$ cat config.mk
export PLATFORM = sky130hd
export DESIGN_NAME = noc_traffic_source_flat
export DESIGN_NICKNAME = d
export VERILOG_FILES = /design/src/rtl/router_pkg.sv /design/src/rtl/noc_traffic_source_if.sv /design/src/rtl/noc_lfsr16.sv /design/src/rtl/noc_traffic_source.sv /design/src/flat_wrapper.sv
export SDC_FILE = /design/constraint.sdc
export NUM_CORES = 1
export LEC_CHECK = 0
export CAP_MARGIN = 25
export CELL_PAD_IN_SITES_DETAIL_PLACEMENT = 1
export CELL_PAD_IN_SITES_GLOBAL_PLACEMENT = 1
export CORE_UTILIZATION = 44
export CTS_BUF_LIST = sky130_fd_sc_hd__clkbuf_2
export CTS_CLUSTER_DIAMETER = 80
export DETAILED_ROUTE_END_ITERATION = 7
export PLACE_DENSITY = 0.89
export SKIP_LAST_GASP = 1
export SYNTH_ARGS = -nofsm -noshare
export SYNTH_HDL_FRONTEND = slang
export SYNTH_HIERARCHICAL = 1
export SYNTH_SLANG_ARGS = --single-unit
$ cat constraint.sdc
create_clock -name clk -period 4.05 [get_ports clk]
set_clock_uncertainty 0.05 [all_clocks]
set_input_delay 1.215 -clock clk [delete_from_list [all_inputs] [get_ports clk]]
set_output_delay 1.215 -clock clk [all_outputs]
set_load 0.02 [all_outputs]
$ cat src/rtl/router_pkg.sv
// Shared NoC router types: flit layout, flit/traffic enums and XY coordinate width.
// Also holds the traffic-source FSM state encoding and the LFSR tap mask.
package router_pkg;

    localparam int COORD_W = 4;

    // Galois right-shift taps for x^16 + x^14 + x^13 + x^11 + 1.
    localparam logic [15:0] LFSR_TAPS = 16'hB400;

    typedef enum logic [1:0] {
        HEAD   = 2'd0,
        BODY   = 2'd1,
        TAIL   = 2'd2,
        SINGLE = 2'd3
    } flit_type_t;

    typedef enum logic [1:0] {
        FIXED     = 2'd0,
        UNIFORM   = 2'd1,
        TRANSPOSE = 2'd2,
        BITCOMP   = 2'd3
    } traffic_mode_t;

    typedef enum logic [1:0] {
        S_IDLE = 2'd0,
        S_HEAD = 2'd1,
        S_BODY = 2'd2,
        S_DONE = 2'd3
    } src_state_t;

    typedef struct packed {
        flit_type_t           flit_type;
        logic [COORD_W-1:0]   dst_x;
        logic [COORD_W-1:0]   dst_y;
        logic [COORD_W-1:0]   src_x;
        logic [COORD_W-1:0]   src_y;
        logic [15:0]          payload;
    } FLIT_t;

endpackage

$ cat src/rtl/noc_traffic_source_if.sv
// Flit link between a traffic source (master) and a router input port (slave).
// Handshake: a flit transfers on a rising clk edge where o_transmit && i_send;
// o_transmit is already gated by i_send, and o_flit stays stable while a flit is pending.
interface noc_traffic_source_if;
    import router_pkg::*;

    FLIT_t o_flit;
    logic  o_transmit;
    logic  i_send;

    modport master (output o_flit, output o_transmit, input i_send);
    modport slave  (input o_flit, input o_transmit, output i_send);

endinterface

$ cat src/rtl/noc_lfsr16.sv
// 16-bit Galois LFSR used for injection decisions and uniform destinations.
module noc_lfsr16
    import router_pkg::*;
#(
    parameter logic [15:0] SEED = 16'hACE1
) (
    input  logic        clk,
    input  logic        reset_n,
    input  logic        en_i,
    output logic [15:0] state_o
);

    logic [15:0] lfsr_q, lfsr_d;

    always_comb begin
        lfsr_d = lfsr_q;
        if (en_i) lfsr_d = {1'b0, lfsr_q[15:1]} ^ (lfsr_q[0] ? LFSR_TAPS : 16'h0000);
    end

    always_ff @(posedge clk or negedge reset_n) begin
        if (!reset_n) lfsr_q <= SEED;
        else          lfsr_q <= lfsr_d;
    end

    assign state_o = lfsr_q;

endmodule

$ cat src/rtl/noc_traffic_source.sv
// Synthetic multi-flit packet source for one router input port with a finite packet budget.
// Define TRAFFIC_GEN_STATS_EN for live o_pkt_cnt/o_stall_cnt; otherwise both read as zero.
module noc_traffic_source
    import router_pkg::*;
#(
    parameter int          XADDR    = 0,
    parameter int          YADDR    = 0,
    parameter int          MESH_X   = 4,
    parameter int          MESH_Y   = 4,
    parameter int          PKT_LEN  = 4,
    parameter int          NUM_PKTS = 16,
    parameter int          INJ_RATE = 128,
    parameter int          MODE     = 0,
    parameter int          FIXED_X  = 1,
    parameter int          FIXED_Y  = 0,
    parameter logic [15:0] SEED     = 16'hACE1
) (
    input  logic                  clk,
    input  logic                  reset_n,
    input  logic                  i_start,
    noc_traffic_source_if.master  link,
    output logic                  o_done,
    output logic [15:0]           o_pkt_cnt,
    output logic [15:0]           o_stall_cnt,
    output src_state_t            o_state_dbg
);

    localparam logic [COORD_W-1:0] X_MASK   = COORD_W'(MESH_X - 1);
    localparam logic [COORD_W-1:0] Y_MASK   = COORD_W'(MESH_Y - 1);
    localparam logic [COORD_W-1:0] SELF_X   = COORD_W'(XADDR);
    localparam logic [COORD_W-1:0] SELF_Y   = COORD_W'(YADDR);
    localparam logic [7:0]         LAST_IDX = 8'(PKT_LEN - 1);
    localparam traffic_mode_t      TMODE    = traffic_mode_t'(MODE[1:0]);

    src_state_t         state_q, state_d;
    logic [COORD_W-1:0] dst_x_q, dst_x_d, dst_y_q, dst_y_d;
    logic [7:0]         idx_q, idx_d;
    logic [15:0]        seq_q, seq_d, sent_q, sent_d;
    logic [15:0]        lfsr;
    logic [COORD_W-1:0] rnd_x, rnd_y, gen_x, gen_y;
    logic               valid, xfer, inject, pkt_end;
    FLIT_t              flit;

    noc_lfsr16 #(.SEED(SEED)) u_lfsr (
        .clk     (clk),
        .reset_n (reset_n),
        .en_i    (1'b1),
        .state_o (lfsr)
    );

    assign valid  = (state_q == S_HEAD) || (state_q == S_BODY);
    assign xfer   = valid && link.i_send;
    assign inject = int'(lfsr[7:0]) < INJ_RATE;

    // Uniform picks that land on this node are bumped one column to the right.
    always_comb begin
        rnd_x = lfsr[8 +: COORD_W] & X_MASK;
        rnd_y = lfsr[12 +: COORD_W] & Y_MASK;
        if (rnd_x == SELF_X && rnd_y == SELF_Y) rnd_x = (rnd_x + COORD_W'(1)) & X_MASK;
        case (TMODE)
            UNIFORM:   begin gen_x = rnd_x;            gen_y = rnd_y;            end
            TRANSPOSE: begin gen_x = SELF_Y;           gen_y = SELF_X;           end
            BITCOMP:   begin gen_x = ~SELF_X & X_MASK; gen_y = ~SELF_Y & Y_MASK; end
            default:   begin gen_x = COORD_W'(FIXED_X); gen_y = COORD_W'(FIXED_Y); end
        endcase
    end

    always_comb begin
        flit = '0;
        if (valid) begin
            flit.dst_x = dst_x_q;
            flit.dst_y = dst_y_q;
            flit.src_x = SELF_X;
            flit.src_y = SELF_Y;
            if (state_q == S_HEAD) begin
                flit.flit_type = (PKT_LEN == 1) ? SINGLE : HEAD;
                flit.payload   = seq_q;
            end else begin
                flit.flit_type = (idx_q == LAST_IDX) ? TAIL : BODY;
                flit.payload   = {seq_q[7:0], idx_q};
            end
        end
    end

    always_comb begin
        state_d = state_q;
        dst_x_d = dst_x_q;
        dst_y_d = dst_y_q;
        idx_d   = idx_q;
        seq_d   = seq_q;
        sent_d  = sent_q;
        pkt_end = 1'b0;
        case (state_q)
            S_IDLE: if (i_start && inject) begin
                dst_x_d = gen_x;
                dst_y_d = gen_y;
                idx_d   = 8'd0;
                state_d = S_HEAD;
            end
            S_HEAD: if (xfer) begin
                if (PKT_LEN == 1) pkt_end = 1'b1;
                else begin
                    idx_d   = idx_q + 8'd1;
                    state_d = S_BODY;
                end
            end
            S_BODY: if (xfer) begin
                if (idx_q == LAST_IDX) pkt_end = 1'b1;
                else                   idx_d   = idx_q + 8'd1;
            end
            default: state_d = S_DONE;
        endcase
        if (pkt_end) begin
            seq_d   = seq_q + 16'd1;
            sent_d  = sent_q + 16'd1;
            state_d = (NUM_PKTS != 0 && sent_q + 16'd1 == 16'(NUM_PKTS)) ? S_DONE : S_IDLE;
        end
    end

    always_ff @(posedge clk or negedge reset_n) begin
        if (!reset_n) begin
            state_q <= S_IDLE;
            dst_x_q <= '0;
            dst_y_q <= '0;
            idx_q   <= '0;
            seq_q   <= '0;
            sent_q  <= '0;
        end else begin
            state_q <= state_d;
            dst_x_q <= dst_x_d;
            dst_y_q <= dst_y_d;
            idx_q   <= idx_d;
            seq_q   <= seq_d;
            sent_q  <= sent_d;
        end
    end

`ifdef TRAFFIC_GEN_STATS_EN
    logic [15:0] stall_q, stall_d;

    always_comb begin
        stall_d = stall_q;
        if (valid && !link.i_send && stall_q != 16'hFFFF) stall_d = stall_q + 16'd1;
    end

    always_ff @(posedge clk or negedge reset_n) begin
        if (!reset_n) stall_q <= '0;
        else          stall_q <= stall_d;
    end

    // The budget counter already tracks completed packets.
    assign o_pkt_cnt   = sent_q;
    assign o_stall_cnt = stall_q;
`else
    assign o_pkt_cnt   = 16'h0000;
    assign o_stall_cnt = 16'h0000;
`endif

    assign link.o_flit     = flit;
    assign link.o_transmit = xfer;
    assign o_done          = (state_q == S_DONE);
    assign o_state_dbg     = state_q;

endmodule
$ cat src/flat_wrapper.sv
// flat-port wrapper written by rule: the top's interface ports become plain ports
module noc_traffic_source_flat import router_pkg::*;
#(
    parameter int          XADDR    = 0,
    parameter int          YADDR    = 0,
    parameter int          MESH_X   = 4,
    parameter int          MESH_Y   = 4,
    parameter int          PKT_LEN  = 4,
    parameter int          NUM_PKTS = 16,
    parameter int          INJ_RATE = 128,
    parameter int          MODE     = 0,
    parameter int          FIXED_X  = 1,
    parameter int          FIXED_Y  = 0,
    parameter logic [15:0] SEED     = 16'hACE1
)
  (clk, reset_n, i_start, o_done, o_pkt_cnt, o_stall_cnt, o_state_dbg, link_o_flit, link_o_transmit, link_i_send);
  noc_traffic_source_if link_i ();
  input  logic clk;
  input  logic reset_n;
  input  logic i_start;
  output logic o_done;
  output logic [15:0] o_pkt_cnt;
  output logic [15:0] o_stall_cnt;
  output src_state_t o_state_dbg;
  output wire logic [$bits(link_i.o_flit)-1:0] link_o_flit;
  output wire logic [$bits(link_i.o_transmit)-1:0] link_o_transmit;
  input wire logic [$bits(link_i.i_send)-1:0] link_i_send;
  assign link_o_flit = link_i.o_flit;
  assign link_o_transmit = link_i.o_transmit;
  assign link_i.i_send = link_i_send;
  noc_traffic_source #(.XADDR(XADDR), .YADDR(YADDR), .MESH_X(MESH_X), .MESH_Y(MESH_Y), .PKT_LEN(PKT_LEN), .NUM_PKTS(NUM_PKTS), .INJ_RATE(INJ_RATE), .MODE(MODE), .FIXED_X(FIXED_X), .FIXED_Y(FIXED_Y), .SEED(SEED)) u_core (.clk(clk), .reset_n(reset_n), .i_start(i_start), .link(link_i), .o_done(o_done), .o_pkt_cnt(o_pkt_cnt), .o_stall_cnt(o_stall_cnt), .o_state_dbg(o_state_dbg));
endmodule
==> impl_metrics.toml <==
[worst_setup_path]
worst-path-buf-inv = 3
critical-path-top-delay-family = "buffers and inverters"
path_cells = "inv_1 > ha_1 > inv_1 > nor2_1 > clkdlybuf4s50_1"
path_common_cell = "inv_1"
start_kind = "flip-flop"
worstPathArrival_ns = 2.61
required_ns = 2.78
crit_fanout = 22
crit_slowest_cell = "clkdlybuf4s50_1"
end_kind = "output pin"
slowest_delay_ns = 0.57
critical_path_class = "flip-flop to output pin"

[synth]
synth_seq_cells = 59
synth-edff-count = 0
syn_avg_cell_area_um2 = 9.985
ys_seq_area_share_pct = 41.35
yosysWarnings = 6
synth.distinct_cells = 52
syn_area_um2 = 3595
synth_cells = 360
synth-main-ff-cell = "dfrtp_1"
async_flop_share_pct = 100.0

[run_status]
outcome = "finished clean"

[cts]
cts_htree_levels = 3
cts_hold_buf = 0
cts-root-buf = "clkbuf_2"
clk-insertion-delay-late_ns = 0.50
cts_max_path_buffers = 2
numCtsBuffers = 9
cts_tree = "yes"
postCtsSetupBuffers = 0
postCtsResizedCells = 0
cts_sinks = 59
clk_pin_slew_ns = 0.16

[pwr]
p_seq_share_pct = 40.4
total_power_mw = 2.090
pwr-share-clk_pct = 17.2
power.density_nw_per_um2 = 545.4
max-vdd-ir-drop_mv = 0.1928
switching_share_pct = 39.90
power.leakage_nw = 1.699
combinationalPowerShare_pct = 42.4
switchingPower_uw = 834.0
intPower_mw = 1.256

[die]
fp.dieH_um = 92.39
fp.dieArea_um2 = 8535
placementRows = 32
fp.dieW_um = 92.39
start_util_pct = 46.04
core_um2 = 7807
ios = 74

[flow_run]
maxCapViolations = 0

[global_routing]
grt_util_all_layers_pct = 19.24
first_global_vias = 2604
grt_overflow = 0
grt_max_degree = 44
antenna_found_initial = 0
grt_pass1_wl_um = 12830

[timing]
post-route-period-util_pct = 95.79
min_period_ns = 3.879
hold_viol_final = 0
finalSetupViolCount = 0
grt_setup_unrepaired = "true"
setup_ws_ns = 0.1706
fmax_ghz = 0.2578
hold_ws_ns = 0.4471
relSlewSlack_pct = 57.86
slew_viol_final = 0
tightest_slew_ns = 0.6314

[detailed_routing]
drt-pass1-iter-count = 4
wl_per_cell_um = 15.35
drc = 0
wl_um = 7567
num_vias = 2542
drtIter0Drc = 158
vias_per_cell = 5.156
drtAntennaViolNets = 0

[worst_hold_path]
hp-class = "flip-flop to flip-flop"

[layout]
antenna_cells = 0
num-fill-cells = 912
fin_util_pct = 49.09
final_cell_area_um2 = 3832
multi_input_area_um2 = 1773
seq_area_um2 = 1486
drive_above_1_share_pct = 12.02
area_growth_pct = 6.613
num-nets-final = 399

[placement]
globalplace.congestion = 0.8263
pre_cts_slack_ns = 0.2693
dp_hpwl_um = 5385
placed_cell_area_um2 = 3729
io_buffers = 26
==> cells in the final DEF, fill, tap and decap left out, types with 3 or more instances in the layout <==
cell type,n
nand4_1,7
mux2_2,11
ha_1,9
and3_1,10
o21ai_0,14
nand2_1,16
nor3_1,7
o31ai_1,5
inv_1,13
a21oi_1,5
clkdlybuf4s50_1,25
nand3_1,15
dfstp_2,8
clkbuf_2,9
conb_1,48
mux2i_1,16
nor4_1,3
mux2_4,4
clkinv_1,4
xnor2_1,31
xor2_1,6
nor2_1,33
buf_4,5
dfrtp_1,51
and2_1,3
==> area by class of cell <==
type | count | area share, %
multi-input cells | 272 | 46.26
flip-flops and latches | 59 | 38.79
repair buffers | 31 | 7.640
well taps | 102 | 3.330
clock inverters | 7 | 1.534
inverters | 13 | 1.273
clock buffers | 9 | 1.175
==> synth_stat cells (all sizes together), types with 3 or more instances <==
library cell	count	area [um^2]
a21oi	5	25.02
and2	3	18.77
and3	10	62.56
buf	59	447.9
clkbuf	3	11.26
dfrtp	51	1276
dfstp	8	210.2
ha	9	112.6
inv	13	48.80
mux2	15	183.9
mux2i	16	160.2
nand2	17	66.32
nand3	16	85.08
nand4	8	56.30
nor2	33	123.9
nor3	8	45.04
nor4	3	18.77
o21ai	14	70.07
o31ai	5	37.54
xnor2	31	271.5
xor2	6	52.55
==> logic make-up after synthesis <==
group | count (synthesis) | share of synthesized area [%]
AO/OA/AOI/OAI | 38 | 6.788
XOR/XNOR | 37 | 9.015
adder cells (fa/ha/maj) | 9 | 3.133
buffers and inverters | 75 | 14.13
flip-flops | 59 | 41.35
multiplexers | 31 | 9.572
other | 2 | 0.2089
AND/OR/NAND/NOR | 109 | 15.80
==> flip-flops by register name (all words and copies together), names as in the netlist <==
register               flops
u_core/dst_x_q             1
u_core/idx_q               8
u_core/o_state_dbg         2
u_core/sent_q             16
u_core/seq_q              16
u_core/u_lfsr/state_o     16
==> metal layers <==
metal / track usage [%] / part of all wire, % / vias to the layer above
met4: 7.813 / 1.8 / 0
met3: 3.695 / 4.0 / 10
met1: 25.70 / 46 / 1279
met2: 30.62 / 49 / 71
li1: - / - / 1182
met5: 0 / 0 / -
==> metrics by stage <==
step                      instances  setup TNS [ns]
final                           493               0
after global routing            493         -0.4061
after CTS                       493               0
after detailed placement        477               0
after global placement          477               0
after floorplan                 406               0
==> worst reg2reg max path: cells and delay by family (launching register included) <==
kind	cells	cell delay, ns
buffers and inverters	2	0.28
AND/OR/NAND/NOR	2	0.77
adder cells (fa/ha/maj)	1	0.34
flip-flops	1	0.45
AO/OA/AOI/OAI	3	0.70
==> worst paths after layout <==
kind | start | endpoint | slack [ns] | depth (start not counted)
worst max-delay path | u_core/o_state_dbg[0] | link_o_flit[1] | 0.17 | 5
min in group asynchronous | reset_n | u_core/sent_q[10] | 0.56 | 1
worst max register to register | u_core/o_state_dbg[0] | u_core/o_state_dbg[1] | 1.38 | 8
worst min register to register | u_core/dst_x_q[0] | u_core/dst_x_q[0] | 0.45 | 1
max in group asynchronous | reset_n | u_core/u_lfsr/state_o[11] | 2.47 | 2
worst min-delay path | u_core/dst_x_q[0] | u_core/dst_x_q[0] | 0.45 | 1
==> power by group through the flow <==
| stage | clock (mW) | sequential [mW] | combinational, mW |
|---|---|---|---|
| CTS | 0.373 | 0.844 | 0.889 |
| detailed placement | 0 | 0.856 | 0.883 |
| global placement | 0 | 0.842 | 0.852 |
| floorplan | 0 | 0.827 | 0.646 |
| global route | 0.397 | 0.864 | 0.968 |
| finish | 0.359 | 0.844 | 0.887 |
(Power assumes the default switching activity.)
==> RTL change, RTL diff (same settings) <==
Compare `idx_q` against `LAST_IDX` with >= in place of ==.
--- a/src/rtl/noc_traffic_source.sv
+++ b/src/rtl/noc_traffic_source.sv
@@ -78,3 +78,3 @@
             end else begin
-                flit.flit_type = (idx_q == LAST_IDX) ? TAIL : BODY;
+                flit.flit_type = (idx_q >= LAST_IDX) ? TAIL : BODY;
                 flit.payload   = {seq_q[7:0], idx_q};
Function: no difference found for any inputs over 10 cycles, from zero or initial values and one cycle with reset_n low; that may be too few to reach the edited logic, so the function may still have changed.
==> RTL change against the unedited design <==
- register-to-register slack better by 0.12 ns
- worst setup slack worse by 0.031 ns
- synthesized area is 3.1% higher
- critical endpoint is now link_o_flit[2]
- die area is 3.0% higher
- largest cell class unchanged
- cell area is 3.5% higher
- sequential cell count stayed put
- routed wire length is 5.7% higher
Power is not compared: it rests on default switching activity, and its combinational part moved more than twofold at a synthesized area within 25%.
==> RTL change: results (changes against the unedited design) <==
The flow ran to the end, and the final reports show no timing, DRC or antenna violations. The total length of routed met3 wires is 274 um (-9.3%). The overall track demand over capacity in global routing came out at 19.9% (+0.65 points).

Summed over all cells, the static leakage comes to around 1.7 nW. The fraction of layout instances using a drive strength above 1 was 14.9% (+2.8 points). The portion of the post-synthesis area used by sequential elements came out at 40.1% (-1.2 points). The net count of the finished layout came out at 413 (+3.5%). The filler cell count is 974 (+6.8%). The flip-flop and latch power came out at ~750 uW. The top fanout value on the critical path was 9 (-59%). The transition time of the tightest slew-check pin came out at 0.564 ns (-0.0676 ns). The average routed wire per standard cell is 15.7 um (+2.4%).

The number of distinct standard cells referenced by the synthesized netlist is 58 (+12%). The via count is 2,678 (+5.4%). The data arrival time at the worst-slack endpoint is 2.65 ns (+0.04 ns). The routed length on met2 came out at 4.17 mm (+13%).

The routing usage on met1 came out at 24.4% (-1.3 points). The delay of the slowest cell on the worst path is 0.62 ns (+0.05 ns). The first-pass GRT wire length is 13.4 mm (+4.6%). The reg-to-reg setup timing slack is 1.50 ns (+0.12 ns). The instance area after placement came to 3810 sq um (+2.3%). Sorting the synthesized cells by how often they occur yields sky130_fd_sc_hd__dfrtp_1 (51), sky130_fd_sc_hd__buf_4 (47), sky130_fd_sc_hd__nor2_1 (30).

The count of buffers inserted at the top-level ports came out at 26 (unchanged). The number of DRC violations after detailed-routing iteration 0 came out at 72 (-54%). Yosys attributes the largest share of cell area to sky130_fd_sc_hd__dfrtp_1 (34%), sky130_fd_sc_hd__buf_4 (9.5%), sky130_fd_sc_hd__xnor2_1 (6.1%). The wire length on met1 is 3.46 mm (+0.38%). The met3 capacity usage during global routing is 4.61% (+0.92 points). The cell with the biggest individual delay on the critical path is sky130_fd_sc_hd__clkdlybuf4s50_1. The CTS clock-pin slew for the worst setup and hold paths is 0.20 ns (+0.04 ns).

The startpoint of the lowest-slack register-to-register path is u_core/idx_q[1]. The fraction of the mapped netlist area in compound gates came out at 6.48% (-0.30 points). Tracing the worst setup path back leads to its startpoint at u_core/o_state_dbg[1]. The power in the clock group is approximately 310 uW.

The antenna diode count is 0 (unchanged). The worst slack at placement came out at 0.301 ns (+0.0315 ns). The met2 demand-to-capacity share in global routing was 34.2% (+3.6 points). The final weighted congestion of routability-driven global placement came out at 0.779 (-5.8%). The half-perimeter wire length after placement came out at 5.63 mm (+4.5%). The tightest hold margin is 0.419 ns (-0.0278 ns). The share of synthesized cell area in full adder, half adder and majority cells came out at 3.38% (+0.24 points). The post-CTS setup-driven buffer insertion count came to 0 (unchanged). The mux contribution to synthesized area came out at 9.22% (-0.35 points). The min-delay analysis places its worst path in the category primary input to asynchronous set/reset pin. The count of cells resized by post-cts repair came to 2 (+2). The number of placed instances, taps included was 489 (+2.5%). The total routed wirelength is 8.00 mm (+5.7%).

The depth of the CTS H-tree was 3 (unchanged). The share of the synthesized netlist area taken by xor and xnor gates is 7.80% (-1.2 points). The synthesized area per cell came to 9.83 sq um (-1.6%).
==> RTL change: cell count changes after synthesis, sizes merged, moves of 5 or more <==
cell    delta
and3       -5
buf        -6
clkbuf    +10
inv        -5
nand2     +10
xnor2      -5
==> RTL change: path summary, 6_finish.rpt <==
check                                            end  cells after the start
max reg2reg                    u_core/o_state_dbg[0]                      6
max                                   link_o_flit[2]                      5
min                                  u_core/idx_q[6]                      1
min reg2reg                         u_core/seq_q[15]                      1
max in group asynchronous  u_core/u_lfsr/state_o[15]                      3
min in group clk                    u_core/seq_q[15]                      1
==> RTL change: cell type report <==
class	instances	area (sq um)	share of cell area, %
clock buffers	10	50.0	1.26
clock inverters	6	32.5	0.820
inverters	8	33.8	0.852
multi-input cells	290	1920	48.4
flip-flops and latches	59	1490	37.5
well taps	105	131	3.31
repair buffers	29	295	7.44
repair inverters	2	15.0	0.379
